--- src/rtl/mips_pkg.sv ---
// Shared fetch-path definitions: default widths, reset PC, fetch FSM state
// encoding and the prefetch buffer entry layout {pc, instr}.
package mips_pkg;

    localparam int unsigned ADDR_W   = 17;
    localparam int unsigned INSTR_W  = 32;
    localparam int unsigned RESET_PC = 0;

    typedef enum logic [1:0] {
        IDLE  = 2'd0,
        FETCH = 2'd1,
        FLUSH = 2'd2
    } fetch_state_e;

    // Buffer entry: instruction tagged with the address it was fetched from.
    typedef struct packed {
        logic [ADDR_W-1:0]  pc;
        logic [INSTR_W-1:0] instr;
    } fetch_entry_t;

endpackage

--- src/rtl/fetch_fifo.sv ---
// Prefetch buffer: synchronous FIFO with a registered head.
// Ports:
//   clk, rst_n      clock, async active-low reset
//   push, push_data write an entry (ignored when full without a pop)
//   pop             consume the head (ignored when empty)
//   flush           empty the buffer; wins over push and pop
//   count           registered entry count
//   head_valid      buffer non-empty, head_data is the oldest entry
//   head_data       oldest entry, zero while empty
module fetch_fifo #(
    parameter int unsigned DATA_W = 49,
    parameter int unsigned DEPTH  = 4
) (
    input  logic                    clk,
    input  logic                    rst_n,
    input  logic                    push,
    input  logic [DATA_W-1:0]       push_data,
    input  logic                    pop,
    input  logic                    flush,
    output logic [$clog2(DEPTH):0]  count,
    output logic                    head_valid,
    output logic [DATA_W-1:0]       head_data
);

    localparam int unsigned PTR_W = $clog2(DEPTH);
    localparam int unsigned CNT_W = PTR_W + 1;

    logic [DATA_W-1:0] mem_q [DEPTH];
    logic [PTR_W-1:0]  rd_ptr_q, rd_ptr_d;
    logic [PTR_W-1:0]  wr_ptr_q, wr_ptr_d;
    logic [CNT_W-1:0]  count_q, count_d;
    logic              head_valid_q, head_valid_d;
    logic [DATA_W-1:0] head_data_q, head_data_d;
    logic              do_push;
    logic              do_pop;

    // Next pointers/count and the value the head register will show next cycle.
    always_comb begin
        do_pop       = pop && (count_q != '0);
        do_push      = push && ((count_q != CNT_W'(DEPTH)) || do_pop);
        rd_ptr_d     = do_pop  ? rd_ptr_q + PTR_W'(1) : rd_ptr_q;
        wr_ptr_d     = do_push ? wr_ptr_q + PTR_W'(1) : wr_ptr_q;
        count_d      = count_q + CNT_W'(do_push) - CNT_W'(do_pop);
        head_valid_d = (count_d != '0);
        head_data_d  = '0;
        if (head_valid_d) begin
            // The new head is the entry being written this cycle when the
            // read pointer lands on the write slot (empty or draining to one).
            if (do_push && (rd_ptr_d == wr_ptr_q)) begin
                head_data_d = push_data;
            end else begin
                head_data_d = mem_q[rd_ptr_d];
            end
        end
        if (flush) begin
            rd_ptr_d     = '0;
            wr_ptr_d     = '0;
            count_d      = '0;
            head_valid_d = 1'b0;
            head_data_d  = '0;
        end
    end

    // Control state and head register.
    always_ff @(posedge clk or negedge rst_n) begin
        if (!rst_n) begin
            rd_ptr_q     <= '0;
            wr_ptr_q     <= '0;
            count_q      <= '0;
            head_valid_q <= 1'b0;
            head_data_q  <= '0;
        end else begin
            rd_ptr_q     <= rd_ptr_d;
            wr_ptr_q     <= wr_ptr_d;
            count_q      <= count_d;
            head_valid_q <= head_valid_d;
            head_data_q  <= head_data_d;
        end
    end

    // Storage needs no reset; count and head gate visibility.
    always_ff @(posedge clk) begin
        if (do_push && !flush) begin
            mem_q[wr_ptr_q] <= push_data;
        end
    end

    assign count      = count_q;
    assign head_valid = head_valid_q;
    assign head_data  = head_data_q;

endmodule

--- src/rtl/instruction_fetch_unit.sv ---
// Instruction fetch unit: issues word-aligned reads to a fixed-latency-1
// instruction memory, buffers tagged responses in a prefetch FIFO and
// presents them to decode through a valid/ready handshake.
// Ports:
//   clk, rst_n                   clock, async active-low reset
//   fetch_en                     allow new requests
//   imem_req, imem_addr          memory read request / address
//   imem_rdata                   read data for last cycle's request
//   instr_valid, instr_ready     decode handshake
//   instr, instr_pc              head instruction and its address
//   redirect_valid, redirect_pc  branch/jump redirect
//   occupancy                    buffer entry count
module instruction_fetch_unit #(
    parameter int unsigned ADDR_W   = mips_pkg::ADDR_W,
    parameter int unsigned INSTR_W  = mips_pkg::INSTR_W,
    parameter int unsigned DEPTH    = 4,
    parameter int unsigned RESET_PC = mips_pkg::RESET_PC
) (
    input  logic                    clk,
    input  logic                    rst_n,
    input  logic                    fetch_en,
    output logic                    imem_req,
    output logic [ADDR_W-1:0]       imem_addr,
    input  logic [INSTR_W-1:0]      imem_rdata,
    output logic                    instr_valid,
    input  logic                    instr_ready,
    output logic [INSTR_W-1:0]      instr,
    output logic [ADDR_W-1:0]       instr_pc,
    input  logic                    redirect_valid,
    input  logic [ADDR_W-1:0]       redirect_pc,
    output logic [$clog2(DEPTH):0]  occupancy
);

    localparam int unsigned CNT_W   = $clog2(DEPTH) + 1;
    localparam int unsigned CRD_W   = CNT_W + 1;
    localparam int unsigned ENTRY_W = ADDR_W + INSTR_W;

    localparam logic [1:0] S_IDLE  = 2'(mips_pkg::IDLE);
    localparam logic [1:0] S_FETCH = 2'(mips_pkg::FETCH);
    localparam logic [1:0] S_FLUSH = 2'(mips_pkg::FLUSH);

    logic [1:0]         st_q, st_d;
    logic [ADDR_W-1:0]  pc_q, pc_d;
    logic               imem_req_q, imem_req_d;
    logic [ADDR_W-1:0]  imem_addr_q, imem_addr_d;
    logic               resp_pend_q, resp_pend_d;
    logic [ADDR_W-1:0]  resp_pc_q, resp_pc_d;
    logic [CRD_W-1:0]   used_cnt;
    logic [CNT_W-1:0]   fifo_count;
    logic               head_valid;
    logic [ENTRY_W-1:0] head_data;

    // State, pc, request and response-tracking registers.
    always_ff @(posedge clk or negedge rst_n) begin
        if (!rst_n) begin
            st_q        <= S_IDLE;
            pc_q        <= ADDR_W'(RESET_PC);
            imem_req_q  <= 1'b0;
            imem_addr_q <= ADDR_W'(RESET_PC);
            resp_pend_q <= 1'b0;
            resp_pc_q   <= '0;
        end else begin
            st_q        <= st_d;
            pc_q        <= pc_d;
            imem_req_q  <= imem_req_d;
            imem_addr_q <= imem_addr_d;
            resp_pend_q <= resp_pend_d;
            resp_pc_q   <= resp_pc_d;
        end
    end

    // Next state and next request. A request registered now is presented
    // next cycle, so the credit counts buffered entries plus both the
    // response arriving now and the request currently on the bus.
    always_comb begin
        st_d        = st_q;
        pc_d        = pc_q;
        imem_req_d  = 1'b0;
        imem_addr_d = imem_addr_q;
        resp_pend_d = imem_req_q;
        resp_pc_d   = imem_addr_q;
        used_cnt    = CRD_W'(fifo_count) + CRD_W'(resp_pend_q) + CRD_W'(imem_req_q);

        case (st_q)
            S_IDLE:  if (fetch_en)  st_d = S_FETCH;
            S_FETCH: if (!fetch_en) st_d = S_IDLE;
            S_FLUSH: st_d = fetch_en ? S_FETCH : S_IDLE;
            default: st_d = S_IDLE;
        endcase

        if (redirect_valid) begin
            // Squash the request on the bus; the FIFO flush drops the one arriving now.
            st_d        = S_FLUSH;
            pc_d        = redirect_pc & ~ADDR_W'(3);
            resp_pend_d = 1'b0;
        end else if ((st_d == S_FETCH) && (used_cnt < CRD_W'(DEPTH))) begin
            imem_req_d  = 1'b1;
            imem_addr_d = pc_q;
            pc_d        = pc_q + ADDR_W'(4);
        end
    end

    fetch_fifo #(
        .DATA_W (ENTRY_W),
        .DEPTH  (DEPTH)
    ) u_fetch_fifo (
        .clk        (clk),
        .rst_n      (rst_n),
        .push       (resp_pend_q),
        .push_data  ({resp_pc_q, imem_rdata}),
        .pop        (instr_ready),
        .flush      (redirect_valid),
        .count      (fifo_count),
        .head_valid (head_valid),
        .head_data  (head_data)
    );

    assign imem_req    = imem_req_q;
    assign imem_addr   = imem_addr_q;
    assign instr_valid = head_valid;
    assign instr       = head_data[INSTR_W-1:0];
    assign instr_pc    = head_data[ENTRY_W-1 -: ADDR_W];
    assign occupancy   = fifo_count;

endmodule

--- config.mk ---
export PLATFORM = sky130hd
export DESIGN_NAME = instruction_fetch_unit
export DESIGN_NICKNAME = d
export VERILOG_FILES = /design/src/rtl/mips_pkg.sv /design/src/rtl/fetch_fifo.sv /design/src/rtl/instruction_fetch_unit.sv
export SDC_FILE = /design/constraint.sdc
export NUM_CORES = 1
export LEC_CHECK = 0
export ABC_AREA = 0
export BUFFER_PORTS_ARGS = -buffer_cell sky130_fd_sc_hd__buf_2
export CAP_MARGIN = 20
export CORE_UTILIZATION = 49
export CTS_CLUSTER_SIZE = 40
export DETAILED_ROUTE_END_ITERATION = 7
export PLACE_DENSITY = 0.73
export SLEW_MARGIN = 20
export SYNTH_ARGS = -nofsm -noshare
export SYNTH_HDL_FRONTEND = slang
export SYNTH_HIERARCHICAL = 1
export SYNTH_SLANG_ARGS = --single-unit
--- constraint.sdc ---
create_clock -name clk -period 5.6 [get_ports clk]
set_clock_uncertainty 0.1 [all_clocks]
set_input_delay 0.56 -clock clk [delete_from_list [all_inputs] [get_ports clk]]
set_output_delay 0.56 -clock clk [all_outputs]
set_load 0.05 [all_outputs]
==> Word level (Yosys, flattened, before mapping) <==
Memories as Yosys holds them, arrays and structs flattened.
Cells that the tools add are included.
{ "classes": {"n_mux": 21, "multipliers": 0, "reduce_logical": 13, "add_sub_neg": 7, "n_eq_ne": 5, "magnitude_cmp": 1, "shift": 0, "div": 0, "n_bitwise": 1} }
{ "ops": {"columns": ["operator", "n"], "rows": [
  ["49-bit 2-to-1 mux", 3],
  ["17-bit 2-to-1 mux", 2],
  ["17-bit by 3-bit adder with 17-bit output, second input constant", 1],
  ["2-bit 2-to-1 mux", 7],
  ["1-bit 2-to-1 mux", 7],
  ["2-bit case mux with 3 select lines", 1],
  ["3-bit nonzero test", 2],
  ["1-bit logical AND", 5],
  ["2-bit by 1-bit adder with 2-bit output, second input constant", 2],
  ["3-bit by 1-bit adder with 4-bit output", 1],
  ["4-bit by 1-bit adder with 4-bit output", 1],
  ["2-bit by 1-bit equality test with 1-bit output, second input constant", 2],
  ["4-bit by 3-bit less-than comparator with 1-bit output, second input constant", 1],
  ["2-bit nonzero test", 2],
  ["3-bit by 1-bit adder with 3-bit output", 1],
  ["3-bit 2-to-1 mux", 1],
  ["3-bit inequality test, second input constant", 1],
  ["3-bit by 1-bit subtractor with 3-bit output", 1],
  ["2-bit equality test", 1],
  ["2-bit equality test, second input constant", 1],
  ["2-bit logical NOT", 1],
  ["2-bit AND reduction", 1],
  ["1-bit logical NOT", 1],
  ["1-bit logical OR", 1],
  ["1-bit inverter", 1]
]} }
{ "word_totals": {"inputBits": 54, "latch_bits": 0, "romBits": 0, "ramBits": 196, "out_inout_bits": 71, "regBits": 112, "n_memories": 1} }
{ "mem_list": {"columns": ["name", "words", "width", "rd", "rd_ports_with_merged_regs", "write_ports", "line_no", "text"], "rows": [
  ["u_fetch_fifo.mem_q", 4, 49, 1, 0, 1, "fetch_fifo.sv:28", "logic [DATA_W-1:0] mem_q [DEPTH];"]
]} }

==> Depth between registers and ports, before layout <==
Gate-level depths: netlist of the first run.
{ "depth": {"depth_word": 9, "mapped_depth": 16, "ltp_nobuf": 12} }

==> By module <==
The synthesis of the first run kept the hierarchy.
{ "modules_own_cells": {"columns": ["mod", "seq_area_each_um2", "cells_per_inst", "area_each_um2", "instances"], "rows": [
  ["fetch_fifo", 7312.0, 881, 11496.0, 1],
  ["instruction_fetch_unit", 1226.2, 166, 2039.5, 1]
]} }

==> Worst setup path after synthesis of the first run <==
No wires, ideal clock.
{ "synth_path": {"path_type": "register to register", "start": "reg u_fetch_fifo.count_q[1], in the netlist u_fetch_fifo/count[1]", "end": "mem u_fetch_fifo.mem_q[0][0], enable pin", "path_slack_ns": 0.067, "path_stages_with_launch": 4, "t_required_ns": 4.974, "path_buffers": 1, "setup_time_ns": 0.526, "period_less_slack_ns": 5.533, "arrival_ns": 4.907, "path_cell_list": "dfrtp_1 -> o41ai_1 -> clkbuf_1 -> nor3b_1"} }
{ "synth_between": {"elab_chain_cells": 7, "elab_cells_between_ends": 8, "classes_between": "eq/ne: 1; mux: 2; reduce/logical: 5"} }
{ "synth_rtl": {"columns": ["item", "line_no", "text"], "rows": [
  ["start, declared", "fetch_fifo.sv:31", "logic [CNT_W-1:0] count_q, count_d;"],
  ["start signal, assigned", "fetch_fifo.sv:75", "count_q <= count_d;"],
  ["3-bit nonzero test", "fetch_fifo.sv:39", "do_pop = pop && (count_q != '0);"],
  ["1-bit logical AND", "fetch_fifo.sv:39", null],
  ["1-bit logical OR *", "fetch_fifo.sv:40", "do_push = push && ((count_q != CNT_W'(DEPTH)) || do_pop);"],
  ["1-bit logical AND *", "fetch_fifo.sv:40", null],
  ["1-bit logical AND *", "fetch_fifo.sv:83", "if (do_push && !flush) begin"],
  ["1-bit 2-to-1 mux *", "fetch_fifo.sv:83", null],
  ["1-bit 2-to-1 mux (implied by the code) *", "fetch_fifo.sv:84", "mem_q[wr_ptr_q] <= push_data;"],
  ["end, declared", "fetch_fifo.sv:28", null]
]} }
Every way passes the cells marked *; elsewhere a longest branch is shown, timed or not.

==> Worst setup path after layout of the first run <==
{ "layout_path": {"start": "reg u_fetch_fifo.count_q[1], in the netlist u_fetch_fifo/count[1]", "end": "reg u_fetch_fifo.head_data_q[48], in the netlist u_fetch_fifo/head_data[48]"} }
{ "layout_between": {"elab_chain_cells": 9, "elab_cells_between_ends": 15, "classes_between": "add/sub: 2; eq/ne: 2; mux: 4; reduce/logical: 6; memory: 1"} }
{ "layout_rtl": {"columns": ["item", "line_no", "text"], "rows": [
  ["3-bit nonzero test", "fetch_fifo.sv:39", null],
  ["1-bit logical AND", "fetch_fifo.sv:39", null],
  ["1-bit logical OR", "fetch_fifo.sv:40", null],
  ["1-bit logical AND", "fetch_fifo.sv:40", null],
  ["3-bit by 1-bit adder with 3-bit output", "fetch_fifo.sv:43", "count_d = count_q + CNT_W'(do_push) - CNT_W'(do_pop);"],
  ["3-bit by 1-bit subtractor with 3-bit output", "fetch_fifo.sv:43", null],
  ["3-bit nonzero test", "fetch_fifo.sv:44", "head_valid_d = (count_d != '0);"],
  ["49-bit 2-to-1 mux *", "fetch_fifo.sv:46", "if (head_valid_d) begin"],
  ["49-bit 2-to-1 mux *", "fetch_fifo.sv:55", "if (flush) begin"],
  ["net u_fetch_fifo.head_data_d[48]", "fetch_fifo.sv:33", "logic [DATA_W-1:0] head_data_q, head_data_d;"],
  ["end signal, assigned", "fetch_fifo.sv:77", "head_data_q <= head_data_d;"],
  ["end, declared", "fetch_fifo.sv:33", null]
]} }
The timed path passes the listed nets; every way through them passes the cells marked *.
A chain may end at the register's enable or synchronous reset.

==> impl_metrics.ini, run 1 <==
[die]
start_util_pct = 50.1
rows = 60
die_area_um2 = 28300
fp.dieW_um = 168
pin_count = 125
die_h_um = 168
fp.coreArea_um2 = 27000

[synth]
yosysWarnings = 6
netlist_area_um2 = 13500
ys_seq_elements = 302
syn_inst = 1047
avgSynthCellArea_um2 = 12.9
synth_largest_area_cell = edfxtp_1
netlist.area_leader.share_pct = 43.5
yosysUniqueCellTypes = 50
synth_flop_cell = edfxtp_1
synth-async-reset-ratio_pct = 35.1
ys_seq_area_share_pct = 63.1
synth_edf_count = 196
synth.area.top_cells = edfxtp_1 43%, dfrtp_1 20%, o31ai_1 5.8%

[sta]
setup_viol_count_final = 0
fmax_ghz = 0.246
slew_violations = 0
max-slew-margin-rel_pct = 34.8
layout_min_cycle_time_ns = 4.07
rsz0062_at_grt = false
period_share_pct = 72.7
fin_tns_setup_ns = 0
worst_slew_pin_slew_ns = 0.978
finalHoldViolCount = 0

[job]
drv_cap = 0

[cts]
clock_latency_ns = 0.56
ctsResizeCount = 0
cts_tree = yes
cts_root_buf = clkbuf_16
htreeDepth = 1
path_clk_slew_ns = 0.07
cts_setup_buffers = 0
cts_max_path_buffers = 3
cts_sinks = 302
ctsHoldBuffers = 0
numCtsBuffers = 31

[routing]
first_iter_violations = 819
vias_per_cell = 6.26
num_vias = 9329
wl_mm = 30.9
routedWlPerCell_um = 20.7
drc = 0
drt_first_pass_iters = 5
drt.antenna.violating_nets = 0

[critical_path]
critPathCaptureType = flip-flop
crit_fanout = 54
critPathSlowestCell = a31oi_4
cp-start-kind = flip-flop
cp.arrival_ns = 4.43
cp_cell_sequence = o31ai_4 -> inv_6 -> ha_1 -> inv_1 -> ha_1 -> inv_1 -> fa_1 -> xor2_1 -> xnor2_1 -> a31oi_4 -> buf_4 -> o31ai_1 -> a21oi_1
required_ns = 5.96
path_buf_inv = 4
critical_path.top_delay_family = compound AO/OA/AOI/OAI gates
path_class = flip-flop to flip-flop
cp_slowest_stage_delay_ns = 0.69

[hold_path]
hp-class = input port to async pin

[cells_and_area]
finalNetCount = 1187
syn2layout_area_growth_pct = 14.1
drive_gt1_share_pct = 23.6
final_util_pct = 57.1
final_cells = 1491

[global_route]
grt_start_max_net_pins = 137
grt_pass1_vias = 9280
grt_pass1_wl_mm = 49.2
grt_overflow = 0
grtUsageTotal_pct = 21.8
grt_antenna_before_repair = 1

[power]
ir_worst_vdd_v = 0.000256
pwr_density_cell_nw_per_um2 = 519
leakagePower_nw = 5.61
power.total_w = 0.00801

[place]
dp_cells = 1432
hpwl_mm = 16.8
portBuffers = 120
globalplace.congestion = 0.808

[run_status]
status = complete, no violations
==> final timing paths <==
kind                                            startpoint  slack (ns)  cells past startpoint                                   end
min in group clk                            redirect_pc[6]        0.11                      3                   pc_q[6]$_DFFE_PN0P_
min                                                  rst_n        0.05                      1  u_fetch_fifo/head_data[18]$_DFF_PN0_
max reg2reg                u_fetch_fifo/count[1]$_DFF_PN0_        1.53                     13  u_fetch_fifo/head_data[48]$_DFF_PN0_
min reg2reg                       imem_addr[2]$_DFFE_PN0P_        0.29                      0                resp_pc_q[2]$_DFF_PN0_
max                        u_fetch_fifo/count[1]$_DFF_PN0_        1.53                     13  u_fetch_fifo/head_data[48]$_DFF_PN0_
max in group asynchronous                            rst_n        4.20                      2    u_fetch_fifo/rd_ptr_q[0]$_DFF_PN0_
==> flip-flops by register name, summed over array words and instances, names as in the netlist <==
register / flops
st_q: 2
imem_req: 1
u_fetch_fifo/head_valid: 1
u_fetch_fifo/head_data: 49
u_fetch_fifo/rd_ptr_q: 2
u_fetch_fifo/wr_ptr_q: 2
pc_q: 15
u_fetch_fifo/count: 3
resp_pc_q: 15
u_fetch_fifo/mem_q: 196
resp_pend_q: 1
imem_addr: 15
==> metal layers <==
layer	track usage, %	up-vias	routed length (um)	part of all wire, %
met4	6.72	0	508	1.6
met1	29.6	4649	13200	43
met3	3.01	43	2130	6.9
met5	0	-	0	0
met2	36.4	380	15100	49
li1	-	4257	-	-
==> power breakdown <==
part / total (W) / leakage (nW) / switching (W) / internal, W
Clock: 0.00214 / 0.535 / 0.000828 / 0.00131
Sequential: 0.00298 / 3.08 / 0.000277 / 0.00271
Combinational: 0.00289 / 1.99 / 0.00195 / 0.000942
==> cells in the mapped netlist, types with 3 or more instances <==
| cell type | number |
|---|---|
| a21oi_1 | 50 |
| a22o_1 | 48 |
| a31oi_1 | 10 |
| buf_1 | 12 |
| buf_2 | 6 |
| buf_4 | 3 |
| buf_6 | 3 |
| clkbuf_1 | 81 |
| dfrtp_1 | 106 |
| edfxtp_1 | 196 |
| ha_1 | 8 |
| inv_1 | 11 |
| mux2_2 | 64 |
| nand2_1 | 11 |
| nand3_1 | 7 |
| nand3b_1 | 48 |
| nand4_1 | 4 |
| nor2_1 | 68 |
| nor3_1 | 50 |
| nor3b_1 | 5 |
| o211ai_1 | 3 |
| o21ai_0 | 4 |
| o221ai_1 | 48 |
| o31ai_1 | 105 |
| or3_1 | 50 |
| or4_1 | 11 |
| xnor2_1 | 5 |
| xor2_1 | 3 |
==> cells by family (layout without fill, tap and decap cells) <==
kind of cell	count (synthesis)	count (layout)	synth area share [%]
compound gates	279	279	15.5
simple gates	265	265	10.9
buf+inv	117	208	3.55
other cells	1	13	0.0277
flops	302	302	63.1
xor+xnor	8	8	0.518
fa+ha+maj	9	9	0.887
mux	66	66	5.47
==> placed cells by master (no fill, tap or decap), types with 3 or more instances in the layout <==
cell type	instances
clkbuf_8	5
a22o_1	48
mux2_2	64
nand3_1	7
xnor2_1	5
o31ai_1	105
ha_1	8
clkbuf_16	31
nand4_1	4
o21ai_0	4
buf_2	119
clkinv_2	8
nor3_1	50
or3_1	50
o221ai_1	48
edfxtp_1	196
conb_1	12
nor3b_2	4
inv_1	11
or4_1	11
o211ai_1	3
a21oi_1	50
dfrtp_1	104
nor2_1	68
buf_4	18
a31oi_1	9
clkbuf_1	6
bufinv_16	5
xor2_1	3
nand3b_1	48
nand2_1	11
==> per-stage QoR <==
stage / cell area (um2) / setup slack (ns) / hold WS [ns]
floorplan: 13600 / 0.0669 / 0.164
global placement: 14400 / 1.63 / 0.284
detailed placement: 14400 / 1.54 / 0.287
CTS: 15400 / 1.55 / 0.0747
global route: 15400 / 1.29 / 0.0970
finish: 15400 / 1.53 / 0.0543
==> area by class of cell <==
class | instances | area, um2
Fill cell | 2166 | 11600
Clock inverter | 16 | 206
Sequential cell | 302 | 8550
Inverter | 12 | 50.0
Multi-Input combinational cell | 639 | 4600
Clock buffer | 42 | 867
Timing Repair Buffer | 138 | 742
Antenna cell | 1 | 2.50
Tap cell | 341 | 427
(Power assumes the default switching activity.)
==> run 2: changes to the inputs <==
PLACE_DENSITY = 0.75   (was 0.73)
clock period = 3.53 ns   (was 5.6 ns; I/O delays follow)
==> run 2 against run 1 <==
  * Maximum frequency increased by 25%
  * Register-to-register slack got worse by 1.3 ns
  * Worst setup slack got worse by 1.3 ns
  * Sequential share of layout area decreased by 1.9 points
  * Cell count increased by 3.1%
  * Non-clock buffer count increased by 44
  * Clock power increased by 60%
  * Critical endpoint is now u_fetch_fifo/head_data[33]$_DFF_PN0_
  * Highest routed layer unchanged
==> impl_metrics.ini, run 2 (same netlist as run 1, synthesis figures left out) <==
[run_status]
status = complete, no violations

[global_route]
grt_antenna_before_repair = 0
grt_pass1_wl_mm = 49.7
grt_start_max_net_pins = 151
grt_pass1_vias = 9548
grt_overflow = 0
grtUsageTotal_pct = 22.2

[cells_and_area]
layout_commonest_cell = edfxtp_1
antenna_cells = 0
multiInputGateArea_um2 = 4630
regMostFlops = u_fetch_fifo/mem_q
final_util_pct = 59.3
drive_gt1_share_pct = 23.4
final_cell_mix = 196 x edfxtp_1, 119 x buf_2, 105 x o31ai_1
nFillCells = 2046
finalNetCount = 1234
stdcell_area_um2 = 16000
syn2layout_area_growth_pct = 18.3
largest_reg_flops = 196
regArea_um2 = 8550

[hold_path]
min_path_cells = 3
worst_hold_startpoint = redirect_pc[7]
hold_end = pc_q[7]$_DFFE_PN0P_
hp-class = input port to flip-flop

[die]
rows = 60
fp.coreArea_um2 = 27000
fp.dieW_um = 168
die_area_um2 = 28300
pin_count = 125
die_h_um = 168
start_util_pct = 50.1

[critical_path]
required_ns = 3.84
r2r-start = u_fetch_fifo/count[1]$_DFF_PN0_
reg2reg_to = u_fetch_fifo/head_data[33]$_DFF_PN0_
critPathCaptureType = flip-flop
cp.arrival_ns = 3.57
rr_worst_depth = 12
worst-r2r-setup-slack_ns = 0.27
path_class = flip-flop to flip-flop
crit_fanout = 28
cp-start-kind = flip-flop

[place]
globalplace.congestion = 0.817
hpwl_mm = 16.7
portBuffers = 120
placed_area_um2 = 14500

[routing]
routedWlPerCell_um = 20.8
drt_first_pass_iters = 5
vias_per_cell = 6.25
drt.antenna.violating_nets = 0
first_iter_violations = 944
drc = 0
wl_mm = 31.9
num_vias = 9599

[sta]
layout_min_cycle_time_ns = 3.26
rsz0062_at_grt = false
setup_viol_count_final = 0
whs_ns = 0.0311
fin_tns_setup_ns = 0
fmax_ghz = 0.307
max-slew-margin-rel_pct = 28.8
worst_slew_pin_slew_ns = 1.07
slew_violations = 0
period_share_pct = 92.3
finalHoldViolCount = 0

[cts]
path_clk_slew_ns = 0.06
cts_max_path_buffers = 3
htreeDepth = 2
ctsHoldBuffers = 40
cts_sinks = 302
cts_root_buf = clkbuf_16
cts_tree = yes
clock_latency_ns = 0.51
cts_setup_buffers = 0
numCtsBuffers = 34
ctsResizeCount = 0

[job]
drv_cap = 0

[power]
pwr_density_cell_nw_per_um2 = 808
leakagePower_nw = 5.85
ir_worst_vdd_v = 0.000502
power.total_w = 0.0129
[run 2: power by group]
part           internal (W)  switching [W]  total [W]
clock               0.00208        0.00136    0.00343
sequential          0.00430       0.000418    0.00472
combinational       0.00161        0.00319    0.00479
[run 2: area by class of cell]
type	count	area share [%]
Clock buffer	49	6.11
Clock inverter	12	0.727
Inverter	12	0.313
Multi-Input combinational cell	639	28.9
Sequential cell	302	53.4
Tap cell	341	2.66
Timing Repair Buffer	182	7.84
[run 2: routing by layer]
metal  GRT usage (%)  vias up  wire (um)
met5               0        -          0
li1                -     4338          -
met2            38.9      431      15900
met4            7.63        0        591
met3            3.06       56       2240
met1            28.3     4774      13200
[run 2: how the worst max path moves through the flow]
stage                                      endpoint                             from  cells after the start
6_report       u_fetch_fifo/head_data[33]$_DFF_PN0_  u_fetch_fifo/count[1]$_DFF_PN0_                     12
5_1_grt        u_fetch_fifo/head_data[37]$_DFF_PN0_  u_fetch_fifo/count[1]$_DFF_PN0_                     12
4_1_cts        u_fetch_fifo/head_data[33]$_DFF_PN0_  u_fetch_fifo/count[1]$_DFF_PN0_                     12
3_5_place_dp   u_fetch_fifo/head_data[33]$_DFF_PN0_  u_fetch_fifo/count[1]$_DFF_PN0_                     12
3_3_place_gp   u_fetch_fifo/head_data[37]$_DFF_PN0_  u_fetch_fifo/count[1]$_DFF_PN0_                     12
2_1_floorplan  u_fetch_fifo/head_data[10]$_DFF_PN0_  u_fetch_fifo/count[2]$_DFF_PN0_                     16
[run 2: through the flow]
step	cells	setup slack (ns)
6_report	1537	0.271
5_1_grt	1537	0.0892
4_1_cts	1537	0.251
3_5_place_dp	1436	0.270
3_3_place_gp	1436	0.365
2_1_floorplan	1058	0.0230
[run 2: critical path, stage by stage, from the launching register on]
cell	delay [ns]
dfrtp_4	0.54
o41ai_2	0.44
ha_1	0.30
inv_1	0.07
ha_1	0.14
inv_1	0.05
fa_2	0.38
xor2_1	0.16
xnor2_1	0.19
a31oi_4	0.27
buf_12	0.23
o31ai_1	0.11
a21oi_1	0.19
==> run 3: changes to the inputs <==
==> constraint.sdc (replaced) <==
create_clock -name clk -period 3.53 [get_ports clk]
set_clock_uncertainty 0.1 [all_clocks]
set_input_delay 0 -clock clk [delete_from_list [all_inputs] [get_ports clk]]
set_output_delay 0 -clock clk [all_outputs]
set_load 0.05 [all_outputs]
==> run 3 against run 2 <==
  * Cell count increased by 1.4%
  * Sequential share of layout area fell by 0.53 points
  * Die area did not move
  * Critical endpoint is now u_fetch_fifo/head_data[40]$_DFF_PN0_
  * Critical path type unchanged
  * Critical path depth is the same
==> impl_metrics.ini, run 3 (same netlist as run 1, synthesis figures left out) <==
[power]
power.total_w = 0.0128
pwr_density_cell_nw_per_um2 = 792
power_frac_clock_pct = 26.1
internal_power_w = 0.00789
leakagePower_nw = 5.90
switching_share_pct = 38.4
switching_power_w = 0.00492
ir_worst_vdd_v = 0.000613
power_frac_comb_pct = 37.1
seqPwrFrac_pct = 36.8

[sta]
setup_viol_count_final = 0
period_share_pct = 91.3
worst_slew_pin_slew_ns = 0.921
fin_ws_ns = 0.307
finalHoldViolCount = 0
fin_tns_setup_ns = 0
layout_min_cycle_time_ns = 3.22
max-slew-margin-rel_pct = 38.2
fmax_ghz = 0.310
rsz0062_at_grt = false
slew_violations = 0

[cts]
cts_sinks = 302
cts_setup_buffers = 0
clock_latency_ns = 0.50
cts_root_buf = clkbuf_16
numCtsBuffers = 34
cts_tree = yes
path_clk_slew_ns = 0.06
htreeDepth = 2
cts_max_path_buffers = 3

[place]
globalplace.congestion = 0.798
portBuffers = 120
place_ws_ns = 0.318
hpwl_mm = 16.7

[global_route]
grt_start_max_net_pins = 146
grtUsageTotal_pct = 22.4
grt_antenna_before_repair = 0
grt_pass1_vias = 9772
grt_pass1_wl_mm = 50.4
grt_overflow = 0

[critical_path]
path_buf_inv = 3
cp.arrival_ns = 3.54
critical_path.top_delay_family = compound AO/OA/AOI/OAI gates
critPathSlowestCell = dfrtp_4
path_class = flip-flop to flip-flop
cp_slowest_stage_delay_ns = 0.54
required_ns = 3.85
critPathCaptureType = flip-flop
cp-start-kind = flip-flop
cp_cell_sequence = o41ai_2 -> ha_1 -> inv_1 -> ha_1 -> inv_1 -> fa_2 -> xor2_1 -> xnor2_1 -> a31oi_4 -> buf_12 -> o31ai_1 -> a21oi_1
crit_fanout = 50

[cells_and_area]
antenna_cells = 0
regMostFlops = u_fetch_fifo/mem_q
regArea_um2 = 8550
final_util_pct = 59.9
syn2layout_area_growth_pct = 19.5
final_cell_mix = 196 x edfxtp_1, 119 x buf_2, 105 x o31ai_1
finalNetCount = 1255
drive_gt1_share_pct = 22.7
nFillCells = 2062
layout_commonest_cell = edfxtp_1
multiInputGateArea_um2 = 4630
largest_reg_flops = 196

[routing]
vias_per_cell = 6.24
wl_mm = 31.9
drt_first_pass_iters = 5
drt.antenna.violating_nets = 0
routedWlPerCell_um = 20.4
drc = 0
num_vias = 9728
first_iter_violations = 838

[die]
start_util_pct = 50.1
fp.dieW_um = 168
rows = 60
fp.coreArea_um2 = 27000
pin_count = 125
die_h_um = 168
die_area_um2 = 28300

[hold_path]
hp-class = input port to async pin

[job]
drv_cap = 0

[run_status]
status = complete, no violations
==> run 3: cell types whose count changed in the layout (fill, tap and decap cells not counted), sizes merged <==
| cell | previous run | this run |
|---|---|---|
| clkinvlp | 0 | 1 |
| dlygate4sd3 | 40 | 60 |
| buf | 142 | 143 |
| bufinv | 2 | 1 |
| clkbuf | 49 | 50 |
==> run 3: path summary, 6_finish.rpt <==
| check | start | to | cells after the start | slack (ns) |
|---|---|---|---|---|
| max reg2reg | u_fetch_fifo/count[1]$_DFF_PN0_ | u_fetch_fifo/head_data[40]$_DFF_PN0_ | 12 | 0.31 |
| max in group asynchronous | rst_n | u_fetch_fifo/count[2]$_DFF_PN0_ | 3 | 2.45 |
| min reg2reg | imem_addr[3]$_DFFE_PN0P_ | resp_pc_q[3]$_DFF_PN0_ | 0 | 0.29 |
| min in group clk | imem_rdata[9] | u_fetch_fifo/mem_q[3][9]$_DFFE_PP_ | 2 | 0.15 |
| min | rst_n | u_fetch_fifo/head_data[11]$_DFF_PN0_ | 2 | 0.05 |
| max | u_fetch_fifo/count[1]$_DFF_PN0_ | u_fetch_fifo/head_data[40]$_DFF_PN0_ | 12 | 0.31 |
==> run 3: cell type report <==
class / count / area share (%)
inverter: 12 / 0.309
timing repair buffer: 203 / 8.94
clock inverter: 12 / 0.565
sequential: 302 / 52.9
clock buffer: 50 / 6.03
multi-input combinational: 639 / 28.6
tap: 341 / 2.64
==> run 3: power groups by stage <==
stage,clock [W],combinational (W),sequential (W)
finish,0.00334,0.00475,0.00471
global route,0.00356,0.00508,0.00477
CTS,0.00340,0.00471,0.00471
detailed placement,0,0.00463,0.00478
global placement,0,0.00450,0.00475
floorplan,0,0.00275,0.00557
==> run 3: repair_timing <==
| action | 4_1_cts | 5_1_grt |
|---|---|---|
| resized for setup | 0 | 0 |
| endpoints found under the setup margin | 0 | 0 |
| endpoints found under the hold margin | 237 | 0 |
| hold buffers | 60 | 0 |
==> run 3: layer usage <==
layer	wire length, um	vias up	global-route usage (%)
li1	-	4384	-
met1	13300	4826	29.5
met2	15500	450	37.9
met3	2260	68	3.34
met4	756	0	7.94
met5	0	-	0
==> run 3: through the flow <==
stage                     hold WS [ns]  cells  cell area (um2)
final                           0.0481   1559            16200
after global routing             0.131   1559            16200
after CTS                       0.0689   1558            16200
after detailed placement        0.0664   1436            14500
after global placement          0.0554   1436            14500
after floorplan                 -0.396   1058            13700
